## src/rtl/melody_sequencer.sv

```systemverilog
// ---------------------------------------------------------------------------
// melody_sequencer
//
// Plays back a packed score held in a synchronous ROM. Each ROM entry is
// {note[3:0], octave[3:0], duration[7:0]}. A note is held for duration beat
// units of TICK_DIV clock cycles each. A duration of zero marks the end of
// the score. This block is the only driver of the pitch_generator
// note/octave inputs.
//
// Ports:
//   clk       system clock
//   rst_n     asynchronous active-low reset
//   start     single-cycle pulse, begins playback at address 0 when idle/done
//   stop      level, aborts playback and returns to idle (highest priority)
//   pause     level, freezes note timing while high during playback
//   loop      level, sampled at the end marker; high restarts from address 0
//   rom_addr  score ROM address
//   rom_data  score ROM entry, valid one cycle after rom_addr
//   note      note value to pitch_generator
//   octave    octave value to pitch_generator
//   gate      high while the tone should be audible
//   busy      high while fetching or playing
//   done      one-cycle pulse when the score ends without looping
// ---------------------------------------------------------------------------
module melody_sequencer #(
    parameter int ADDR_W   = 8,
    parameter int TICK_DIV = 12500000,
    parameter int GAP      = 1250000
) (
    input  logic              clk,
    input  logic              rst_n,
    input  logic              start,
    input  logic              stop,
    input  logic              pause,
    input  logic              loop,
    output logic [ADDR_W-1:0] rom_addr,
    input  logic [15:0]       rom_data,
    output logic [3:0]        note,
    output logic [3:0]        octave,
    output logic              gate,
    output logic              busy,
    output logic              done
);

    localparam int DIV_W = (TICK_DIV > 2) ? $clog2(TICK_DIV) : 1;
    localparam logic [DIV_W-1:0] DIV_TOP = DIV_W'(TICK_DIV - 1);
    localparam logic [DIV_W-1:0] GAP_CNT = DIV_W'(GAP);

    typedef enum logic [2:0] {
        IDLE,
        READ,
        LATCH,
        PLAY,
        DONE
    } state_t;

    state_t            state;
    logic [7:0]        beat_cnt;
    logic [DIV_W-1:0]  div_cnt;
    logic              rest;

    logic [3:0]        rom_note;
    logic [3:0]        rom_octave;
    logic [7:0]        rom_dur;
    logic [DIV_W-1:0]  div_dec;

    // Field split of the ROM word and the next value of the beat divider,
    // pulled out so the state machine below reads in score terms.
    assign rom_note   = rom_data[15:12];
    assign rom_octave = rom_data[11:8];
    assign rom_dur    = rom_data[7:0];
    assign div_dec    = div_cnt - DIV_W'(1);

    // Sequencer state machine. All outputs are registered, so gate is
    // computed from the counter values the next cycle will hold: it drops
    // when those values fall inside the final GAP cycles of the entry, on
    // rests, and for every cycle in which a pause froze the counters.
    // Because GAP is smaller than TICK_DIV, a freshly loaded beat (divider
    // at TICK_DIV-1) can never be inside the gap, so only the rest flag
    // matters on a load or a beat rollover.
    // stop is checked first so it wins over start, pause and end-of-note.
    always_ff @(posedge clk or negedge rst_n) begin
        if (!rst_n) begin
            state    <= IDLE;
            rom_addr <= '0;
            note     <= '0;
            octave   <= '0;
            gate     <= 1'b0;
            busy     <= 1'b0;
            done     <= 1'b0;
            beat_cnt <= '0;
            div_cnt  <= '0;
            rest     <= 1'b0;
        end else begin
            done <= 1'b0;
            if (stop) begin
                state    <= IDLE;
                rom_addr <= '0;
                gate     <= 1'b0;
                busy     <= 1'b0;
                beat_cnt <= '0;
                div_cnt  <= '0;
            end else begin
                case (state)
                    IDLE, DONE: begin
                        gate <= 1'b0;
                        if (start) begin
                            rom_addr <= '0;
                            busy     <= 1'b1;
                            state    <= READ;
                        end else begin
                            busy <= 1'b0;
                        end
                    end
                    READ: begin
                        gate  <= 1'b0;
                        state <= LATCH;
                    end
                    LATCH: begin
                        if (rom_dur == 8'd0) begin
                            gate <= 1'b0;
                            if (loop) begin
                                rom_addr <= '0;
                                state    <= READ;
                            end else begin
                                done  <= 1'b1;
                                busy  <= 1'b0;
                                state <= DONE;
                            end
                        end else begin
                            note     <= rom_note;
                            octave   <= rom_octave;
                            rest     <= (rom_note >= 4'd12);
                            beat_cnt <= rom_dur;
                            div_cnt  <= DIV_TOP;
                            gate     <= (rom_note < 4'd12);
                            state    <= PLAY;
                        end
                    end
                    PLAY: begin
                        if (pause) begin
                            gate <= 1'b0;
                        end else if (div_cnt == '0) begin
                            if (beat_cnt == 8'd1) begin
                                rom_addr <= rom_addr + ADDR_W'(1);
                                gate     <= 1'b0;
                                state    <= READ;
                            end else begin
                                beat_cnt <= beat_cnt - 8'd1;
                                div_cnt  <= DIV_TOP;
                                gate     <= !rest;
                            end
                        end else begin
                            div_cnt <= div_dec;
                            gate    <= !rest &&
                                       !((beat_cnt == 8'd1) && (div_dec < GAP_CNT));
                        end
                    end
                    default: begin
                        gate  <= 1'b0;
                        busy  <= 1'b0;
                        state <= IDLE;
                    end
                endcase
            end
        end
    end

endmodule

```

## config.mk

```make
export PLATFORM = sky130hd
export DESIGN_NAME = melody_sequencer
export DESIGN_NICKNAME = d
export VERILOG_FILES = /design/src/rtl/melody_sequencer.sv
export SDC_FILE = /design/constraint.sdc
export NUM_CORES = 1
export LEC_CHECK = 0
export ABC_CLOCK_PERIOD_IN_PS = 3100
export CAP_MARGIN = 10
export CORE_ASPECT_RATIO = 0.6
export CORE_MARGIN = 3
export CORE_UTILIZATION = 56
export DETAILED_ROUTE_END_ITERATION = 8
export PLACE_DENSITY = 0.8
export SLEW_MARGIN = 10
export SYNTH_ARGS = -nofsm -noshare
export SYNTH_HDL_FRONTEND = slang
export SYNTH_SLANG_ARGS = --single-unit
```

## constraint.sdc

```tcl
create_clock -name clk -period 3.1 [get_ports clk]
set_input_delay 0.775 -clock clk [delete_from_list [all_inputs] [get_ports clk]]
set_output_delay 0.775 -clock clk [all_outputs]
set_load 0.01 [all_outputs]
```

# Word level (Yosys, flattened, before mapping)

Index checks and enable logic that the tools add are counted.

Magnitude comparators: 3
Eq/ne operators: 16
Reduce and logical (&&, ||, !) cells: 17
Add/sub/neg operators: 3
Mux-type cells: 43
Bitwise gates (word level): 2

Operators by type and width:

| cell                    | number |
|---|---|
| $mux W24                | 5 |
| $mux W8                 | 12 |
| $pmux W24 S2            | 1 |
| $ne A3 B3 Y1 const B    | 9 |
| $logic_not A24 Y1       | 1 |
| $lt A24 B21 Y1 const B  | 1 |
| $pmux W8 S3             | 1 |
| $sub A24 B1 Y24 const B | 1 |
| $mux W3                 | 7 |
| $pmux W8 S2             | 1 |
| $mux W1                 | 13 |
| $pmux W3 S4             | 1 |
| $add A8 B1 Y8 const B   | 1 |
| $eq A8 B1 Y1 const B    | 1 |
| $logic_not A8 Y1        | 1 |
| $reduce_and A4 Y1       | 2 |
| $sub A8 B1 Y8 const B   | 1 |
| $reduce_and A7 Y1       | 1 |
| $eq A3 B2 Y1 const B    | 2 |
| $reduce_and A3 Y1       | 2 |
| $reduce_and A5 Y1       | 1 |
| $ge A4 B4 Y1 const B    | 1 |
| $lt A4 B4 Y1 const B    | 1 |
| $ne A4 B4 Y1 const B    | 1 |
| 12 further kinds        | 16 |

Logic and storage cells: 94
Output and inout port bits: 19
Bits of input ports: 22
Flip-flop bits (word level): 55

# Logic depth before layout (Yosys ltp)

Gate-level depths: netlist of run 1.

Depth after elaboration: 9
Gate-level depth with buffers: 11
Mapped depth without buffers: 9

# Worst setup path before layout of run 1

OpenSTA, ideal clock, no wires.

Path type: reg2reg
From: reg div_cnt[0]
To: reg gate
Setup slack: 704 ps
Setup time: 130 ps
Path buffers: 0
Arrival: 2267 ps
Period minus slack after synthesis: 2396 ps
Data required time: 2970 ps
Stages on the path, launching flop included: 10
Cells stage by stage: dfrtp_1 inv_1 ha_1 or3b_2 xnor2_1 or3_1 a31o_2 a211oi_1 a221o_1 a31oi_1

Longest elaborated chain between the ends: 9
Elaborated cells on any way between the ends: 10
Classes of those cells: add/sub (1); order compare (1); mux (4); reduce/logical (4)

Ends and longest elaborated chain:

| what                     | RTL line | source |
|---|---|---|
| start: declaration       | 59       | `logic [DIV_W-1:0] div_cnt;` |
| start signal: assignment | 154      | `div_cnt <= div_dec;` |
| $sub A24 B1 Y24          | 72       | `assign div_dec = div_cnt - DIV_W'(1);` |
| $lt A24 B21 Y1           | 156      | `!((beat_cnt == 8'd1) && (div_dec < GAP_CNT));` |
| $logic_and A1 B1 Y1      | 156      |  |
| $logic_not A1 Y1         | 156      |  |
| $logic_and A1 B1 Y1      | 155      | `gate <= !rest &&` |
| $mux W1 *                | 143      | `end else if (div_cnt == '0) begin` |
| $mux W1 *                | 141      | `if (pause) begin` |
| $pmux W1 S2 *            | 104      | `case (state)` |
| $mux W1 *                | 96       | `if (stop) begin` |
| end signal: assignment   | 136      | `gate <= (rom_note < 4'd12);` |
| end signal: assignment   | 151      | `gate <= !rest;` |
| end signal: assignment   | 155      |  |
| end: declaration         | 40       | `output logic gate,` |

Mark *: on every way between the ends. The rest lies on a longest branch, timed or not.
A chain may end at the register's enable or synchronous reset.

# Worst setup path in the final report of run 1

From: reg div_cnt[17]
To: reg beat_cnt[0]

Longest elaborated chain between the ends: 3

Ends and longest elaborated chain:

| what                               | RTL line | source |
|---|---|---|
| $logic_not A24 Y1                  | 143      |  |
| $ne A3 B3 Y1 (no source line)      | n/a      |  |
| $reduce_and A5 Y1 (no source line) | n/a      |  |
| end signal: assignment             | 134      | `beat_cnt <= rom_dur;` |
| end signal: assignment             | 149      | `beat_cnt <= beat_cnt - 8'd1;` |
| end: declaration                   | 58       | `logic [7:0] beat_cnt;` |

Every way passes these cells.

==> results of run 1 <==
## logic make-up (layout without fill, tap and decap cells)
group	after synthesis	in the layout
and+or+nand+nor	150	150
AOI/OAI and AO/OA	136	136
DFF	55	55
buffers and inverters	34	72
xor gates and xnor gates	9	9
muxes	9	9
adders and majority gates	5	5
## how the worst max path moves through the flow
stage / endpoint / slack [ps] / cells past startpoint
2_1_floorplan: gate$_DFF_PN0_ / 700 / 9
3_3_place_gp: rom_addr[2]$_DFFE_PN0P_ / 60 / 7
3_5_place_dp: rom_addr[4]$_DFFE_PN0P_ / -70 / 7
4_1_cts: beat_cnt[0]$_DFFE_PN0P_ / 260 / 7
5_1_grt: rom_addr[2]$_DFFE_PN0P_ / 70 / 7
6_report: beat_cnt[0]$_DFFE_PN0P_ / 290 / 7
## critical path, cell delays in order (launching register included)
cell	delay [ps]
dfrtp_1	470
nor4_1	530
nand4_1	270
o31a_1	470
o21ba_4	300
o21bai_4	50
or2_0	350
o31ai_2	270
## layout by cell type, fill, tap and decap left out, types with 8 or more instances in the layout
master / netlist / final
nor2_1: 43 / 43
dfrtp_1: 55 / 55
inv_1: 10 / 10
o22a_1: 12 / 12
a21oi_1: 27 / 27
buf_4: 2 / 13
mux2_2: 8 / 8
a31oi_1: 12 / 12
nand3_1: 8 / 8
o21ai_0: 37 / 37
nor3_1: 16 / 16
nand2_1: 25 / 25
clkdlybuf4s50_1: 0 / 39
a21o_1: 8 / 8
## metrics by stage
stage	power [W]	hold slack [ps]	utilization (%)	instances	setup TNS, ps
final	0.00270	489	70.8	516	0
after global routing	0.00289	535	70.8	516	0
after CTS	0.00268	495	70.5	516	0
after detailed placement	0.00224	480	68.8	508	-396
after global placement	0.00220	472	68.8	508	0
after floorplan	0.00185	472	-	398	0
## per-layer routing
| layer | global-route usage (%) | routed length, µm |
|---|---|---|
| met1 | 39.9 | 4440 |
| met2 | 38.2 | 3740 |
| met3 | 8.13 | 822 |
| met4 | 5.67 | 23 |
| met5 | 0 | 0 |
## sequential cells by signal, indices dropped and copies added (netlist names)
name,flops
beat_cnt,8
busy,1
div_cnt,24
done,1
gate,1
note,4
octave,4
rest,1
rom_addr,8
state,3
## power by group
part	total (W)	switching, W	internal, W	leakage (nW)
logic	0.00113	0.000597	0.000536	0.895
clock network	0.000437	0.000268	0.000168	0.0467
registers	0.00113	0.000240	0.000892	0.701
total	0.00270	0.00110	0.00160	1.64
## what timing repair did
action / in CTS / in global routing
gates resized for setup: 0 / 3
hold buffers: 0 / 0
setup endpoints to repair: 0 / 7
## area by class of cell
cell class	instances	area, µm²
sequential	55	1380
timing repair buffer	54	513
multi-input combinational	309	1970
clock inverter	3	27.5
clock buffer	5	68.8
tap	80	100
fill	463	1690
inverter	10	37.5
==> results.md, run 1 <==
- Outcome: complete, no violations
- Syn_nets: 425
- Most frequent cell after synthesis: dfrtp_1
- Final setup viols: 0
- Num Clock Sinks: 55
- Worst R2R Start: div_cnt[17]$_DFFE_PN0P_
- R2R cell count: 7
- Worst Path Required: approximately 3300 ps
- Clock latency on the worst-skew pair: 320 ps
- XOR/XNOR Fraction of Synth Area: under 10%
- Synth Area in Adders: between 1.5 and 2%
- WL/cell: around 17 µm
- Ys flop type: dfrtp_1
- Mux share of post-synthesis cell area: just under 3%
- Number of global-route vias before repair: 3116
- Static leakage: approximately 1.6 nW
- Post-synthesis sequential area ratio: about two fifths
- Hold EP: rom_addr[7]$_DFFE_PN0P_
- Post-CTS setup buffer count: 0
- Row cnt: 21
- Post-synth cell types: 64
- Largest net degree at the start of global routing: 43
- Total GRT Usage: 26.8%
- CP endpoint kind: flop
- Layout cell share with drive strength beyond 1: 10.8%
- Hold depth: 1
- Vias per cell: about 6.4
- CTS tree: done
- Ys async rst share: 100%
- Final hold violations: 0
- Antenna Violating Nets Remaining: 0
- Die H: approximately 67 µm
- Num ports: between 40 and 50
- Setup crit start kind: flop
- Worst Hold Class: flop to flop
- DIE AREA: roughly 7200 µm²
- Worst slack at placement: -68.0 ps
- Top-area cell type share of the netlist area: between 30 and 40%
- Chip width: ~110 µm
- Final WS setup: around 290 ps
- Largest cells by area after synthesis: dfrtp_1 (40%), o21ai_0 (5.3%), nor2_1 (4.6%)
- Initial antenna violation count: 0
- # diodes: 0
- Core area: just under 6000 µm²
- Max_cap viols: 0
- Critical path type: flop to flop
- Max-Slew Margin vs Limit: a little over a third
- Number of flops mapped to enable cells by yosys: 0
- P&R area growth vs syn: 17.8%
- Port Buf Inserts: 40
- Final instance area: 4090 µm²
- Critical Path Start: div_cnt[17]$_DFFE_PN0P_
- Leading area contributor after synthesis: dfrtp_1
- HP Start: rom_addr[7]$_DFFE_PN0P_
- H-tree depth: 2
- Largest family of logic cells by synthesized area: compound AO/OA/AOI/OAI gates
- Synth Area in Compound Gates: 26.0%
- Post-Synth Simple-Gate Area: 23.2%
- Fmax: ~360 MHz
- Post-synth top cells: dfrtp_1 (55), nor2_1 (43), o21ai_0 (37)
- Synth Instances: between 300 and 400
- Slew Limit Fails: 0
- Drt pass-1 iters: 5
- Hpwl dp: ~6400 µm
- FF+latch count, synth: 55
- Num CTS Buffers: 5
- Power Dens Cells: 660 nW/µm²
- RR Endpoint: beat_cnt[0]$_DFFE_PN0P_
- Post-synthesis average cell area: between 8 and 9 µm²
- CTS clock-pin slew for the worst setup and hold paths: 110 ps
- Crit path time final: 2810 ps
- Gr ovfl total: 0
- Initial core utilization: about three fifths
- CTS max path bufs: 2
- # DRC: 0
- First-pass GRT wire length: 15300 µm
- Ys Warns: 0
- Crit path DAT: roughly 3000 ps
- Worst slew pin tran: 973 ps
- RSZ-0062 raised after global routing: false
- Placed Instance Area: 3980 µm²
- Clk root buf: clkbuf_8
- Via count: approximately 3.3k
- GPL Wtd Cong: just over 0.9
- DR iter-0 viols: approximately 270
- Peak VDD IR: between 0.4 and 0.5 mV
- Clock Skew: 12.5 ps
- R2R setup slack: 290 ps
- Cell area after synthesis: roughly 3500 µm²
- Routed WL: ~9000 µm
- Critical-path maximum fanout: 11
- Final nets: around 460
- Crit share post-route: 90.7%
Note: power is estimated with default switching activity, not from simulation.
==> inputs of run 2 (changes only) <==
- CELL_PAD_IN_SITES_DETAIL_PLACEMENT: not set -> 0
- CELL_PAD_IN_SITES_GLOBAL_PLACEMENT: not set -> 2
- CORE_UTILIZATION: 56 -> 34
- GPL_TIMING_DRIVEN: not set -> 0
- PLACE_DENSITY: 0.8 -> 0.91
==> results.md, run 2 (same netlist as run 1, synthesis figures left out) <==
- Outcome: complete, no violations
- Cell Chain, Critical Path: clkdlybuf4s50_1 -> nor4_2 -> a31oi_1 -> o21ai_0 -> o221ai_1 -> o21ai_0 -> o21ai_0
- Static leakage: 1.66 nW (+1.1%)
- RR Endpoint: div_cnt[13]$_DFFE_PN0P_
- # diodes: 0 (unchanged)
- Initial core utilization: 36.3% (-24 points)
- Max-Slew Margin vs Limit: 42.1% (+7.0 points)
- Clk root buf: clkbuf_16
- Row cnt: 27 (+29%)
- Port Buf Inserts: 40 (unchanged)
- Worst R2R Start: beat_cnt[2]$_DFFE_PN0P_
- Crit path time final: 2860 ps (+46.6 ps)
- DIE AREA: 11500 µm² (+59%)
- Setup crit start kind: input port
- Num Clock Sinks: 55 (unchanged)
- Die H: 84.3 µm (+26%)
- Chip width: 136 µm (+27%)
- # DRC: 0 (unchanged)
- Critical Path Start: rom_data[0]
- Largest register FFs: 24 (unchanged)
- Crit path top cell by count: o21ai_0
- CTS clock-pin slew for the worst setup and hold paths: 70 ps (-40 ps)
- Worst Path Required: 3270 ps (-60 ps)
- Buf+Inv Stages, Crit Path: 1 (+1)
- Most flop-heavy register: div_cnt
- Layout cell share with drive strength beyond 1: 9.89% (-0.89 points)
- CP endpoint kind: flop
- Hold_ws: 495 ps (+5.77 ps)
- Hpwl dp: 7640 µm (+20%)
- CTS max path bufs: 2 (unchanged)
- Final nets: 472 (+2.2%)
- DR iter-0 viols: 418 (+57%)
- Slowest cell on the critical path: nor4_2
- Drt pass-1 iters: 5 (unchanged)
- Vias per cell: 5.83 (-9.0%)
- Number of global-route vias before repair: 3031 (-2.7%)
- Final setup viols: 0 (unchanged)
- Finished Layout Cells: 575 (+11%)
- Fmax: 350 MHz (-1.6%)
- Core area: 9560 µm² (+65%)
- Crit share post-route: 92.2% (+1.5 points)
- Num ports: 41 (unchanged)
- WL/cell: 18.1 µm (+3.3%)
- Largest net degree at the start of global routing: 56 (+30%)
- Clock Skew: 6.18 ps (-6.37 ps)
- R2R setup slack: 250 ps (-40 ps)
- Routed WL: 10400 µm (+15%)
- Family with the most delay on the worst path: compound AO/OA/AOI/OAI gates
- Slew Limit Fails: 0 (unchanged)
- GPL Wtd Cong: 0.874 (-4.5%)
- HP Start: rom_addr[7]$_DFFE_PN0P_
- CP max stage delay: 550 ps (+20 ps)
- Critical-path maximum fanout: 9 (-2)
- Initial antenna violation count: 0 (unchanged)
- Final WS setup: 241 ps (-46.6 ps)
- Biggest regs: div_cnt x24, beat_cnt x8, rom_addr x8
- P&R area growth vs syn: 20.9%
- Peak VDD IR: 0.363 mV (-14%)
- Commonest cells after routing, fill and taps aside: dfrtp_1 (55), nor2_1 (43), clkdlybuf4s50_1 (39)
- Most common cell after layout, fill and taps aside: dfrtp_1
- Gr ovfl total: 0 (unchanged)
- Power Total: 0.00288 W (+6.8%)
- Critical path type: input port to flop
- First-pass GRT wire length: 17000 µm (+11%)
- R2R cell count: 8 (+1)
- Worst Hold Class: flop to flop
- Post-CTS setup buffer count: 0 (unchanged)
- CP Depth: 7 (unchanged)
- CTS Hold Bufs: 0 (unchanged)
- Placed insts: 568 (+12%)
- Max_cap viols: 0 (unchanged)
- Total GRT Usage: 18.7% (-8.1 points)
- CP endpoint: rom_addr[5]$_DFFE_PN0P_
- CTS tree: done
- Crit path DAT: 3030 ps (about the same)
- Power Dens Cells: 687 nW/µm² (+4.1%)
- Final hold violations: 0 (unchanged)
- RSZ-0062 raised after global routing: false
- Worst slew pin tran: 861 ps (-112 ps)
- Worst slack at placement: -332 ps (-264 ps)
- Via count: 3351 (+1.4%)
- H-tree depth: 2 (unchanged)
- Clock latency on the worst-skew pair: 290 ps (-30 ps)
- Num CTS Buffers: 5 (unchanged)
- Antenna Violating Nets Remaining: 0 (unchanged)
==> run 2: changes by cell type in the layout (fill, tap and decap cells not counted), moves of 4 or more <==
cell,before,now
clkbuf_16,0,5
buf_2,1,9
clkbuf_1,0,12
buf_4,13,3
clkbuf_8,5,1
==> run 2: worst min path at each step <==
stage / to / slack [ps] / cells after the start
global route: note[1]$_DFFE_PN0P_ / 550 / 1
global placement: rom_addr[7]$_DFFE_PN0P_ / 480 / 1
CTS: rom_addr[7]$_DFFE_PN0P_ / 500 / 1
finish: rom_addr[7]$_DFFE_PN0P_ / 490 / 1
floorplan: beat_cnt[4]$_DFFE_PN0P_ / 470 / 2
detailed placement: rom_addr[7]$_DFFE_PN0P_ / 480 / 1
==> run 2: final cells by class <==
class | instances | area (µm²)
fillers | 942 | 5360
multi-input cells | 309 | 1970
inverters | 10 | 37.5
repair buffers | 40 | 398
clock buffers | 6 | 139
well taps | 130 | 163
plain buffers | 24 | 110
clock inverters | 1 | 5.00
flip-flops and latches | 55 | 1380
==> run 2: stage by stage <==
| stage | instance area [µm²] | utilization, % | setup TNS [ps] |
|---|---|---|---|
| finish | 4200 | 43.9 | 0 |
| global route | 4200 | 43.9 | 0 |
| CTS | 4190 | 43.8 | 0 |
| detailed placement | 4030 | 42.2 | -6610 |
| global placement | 4040 | 42.2 | -42190 |
| floorplan | 3470 | - | 0 |
==> run 2: per-layer routing <==
metal / up-vias / wire, µm / global-route usage, %
met1: 1636 / 5370 / 31.5
met2: 135 / 3910 / 23.4
met3: 2 / 1080 / 5.09
met4: 0 / 23 / 2.38
li1: 1578 / - / -
met5: - / 0 / 0
==> run 2: where the power goes <==
group	internal, W	switching [W]	total, W
clock network	0.000317	0.000269	0.000586
registers	0.000893	0.000188	0.00108
logic	0.000534	0.000683	0.00122
total	0.00174	0.00114	0.00288
==> run 2: what timing repair did <==
item	in CTS	in global routing
gates cloned	0	0
resized for setup	2	3
endpoints found under the hold margin	0	0
setup endpoints to repair	2	12
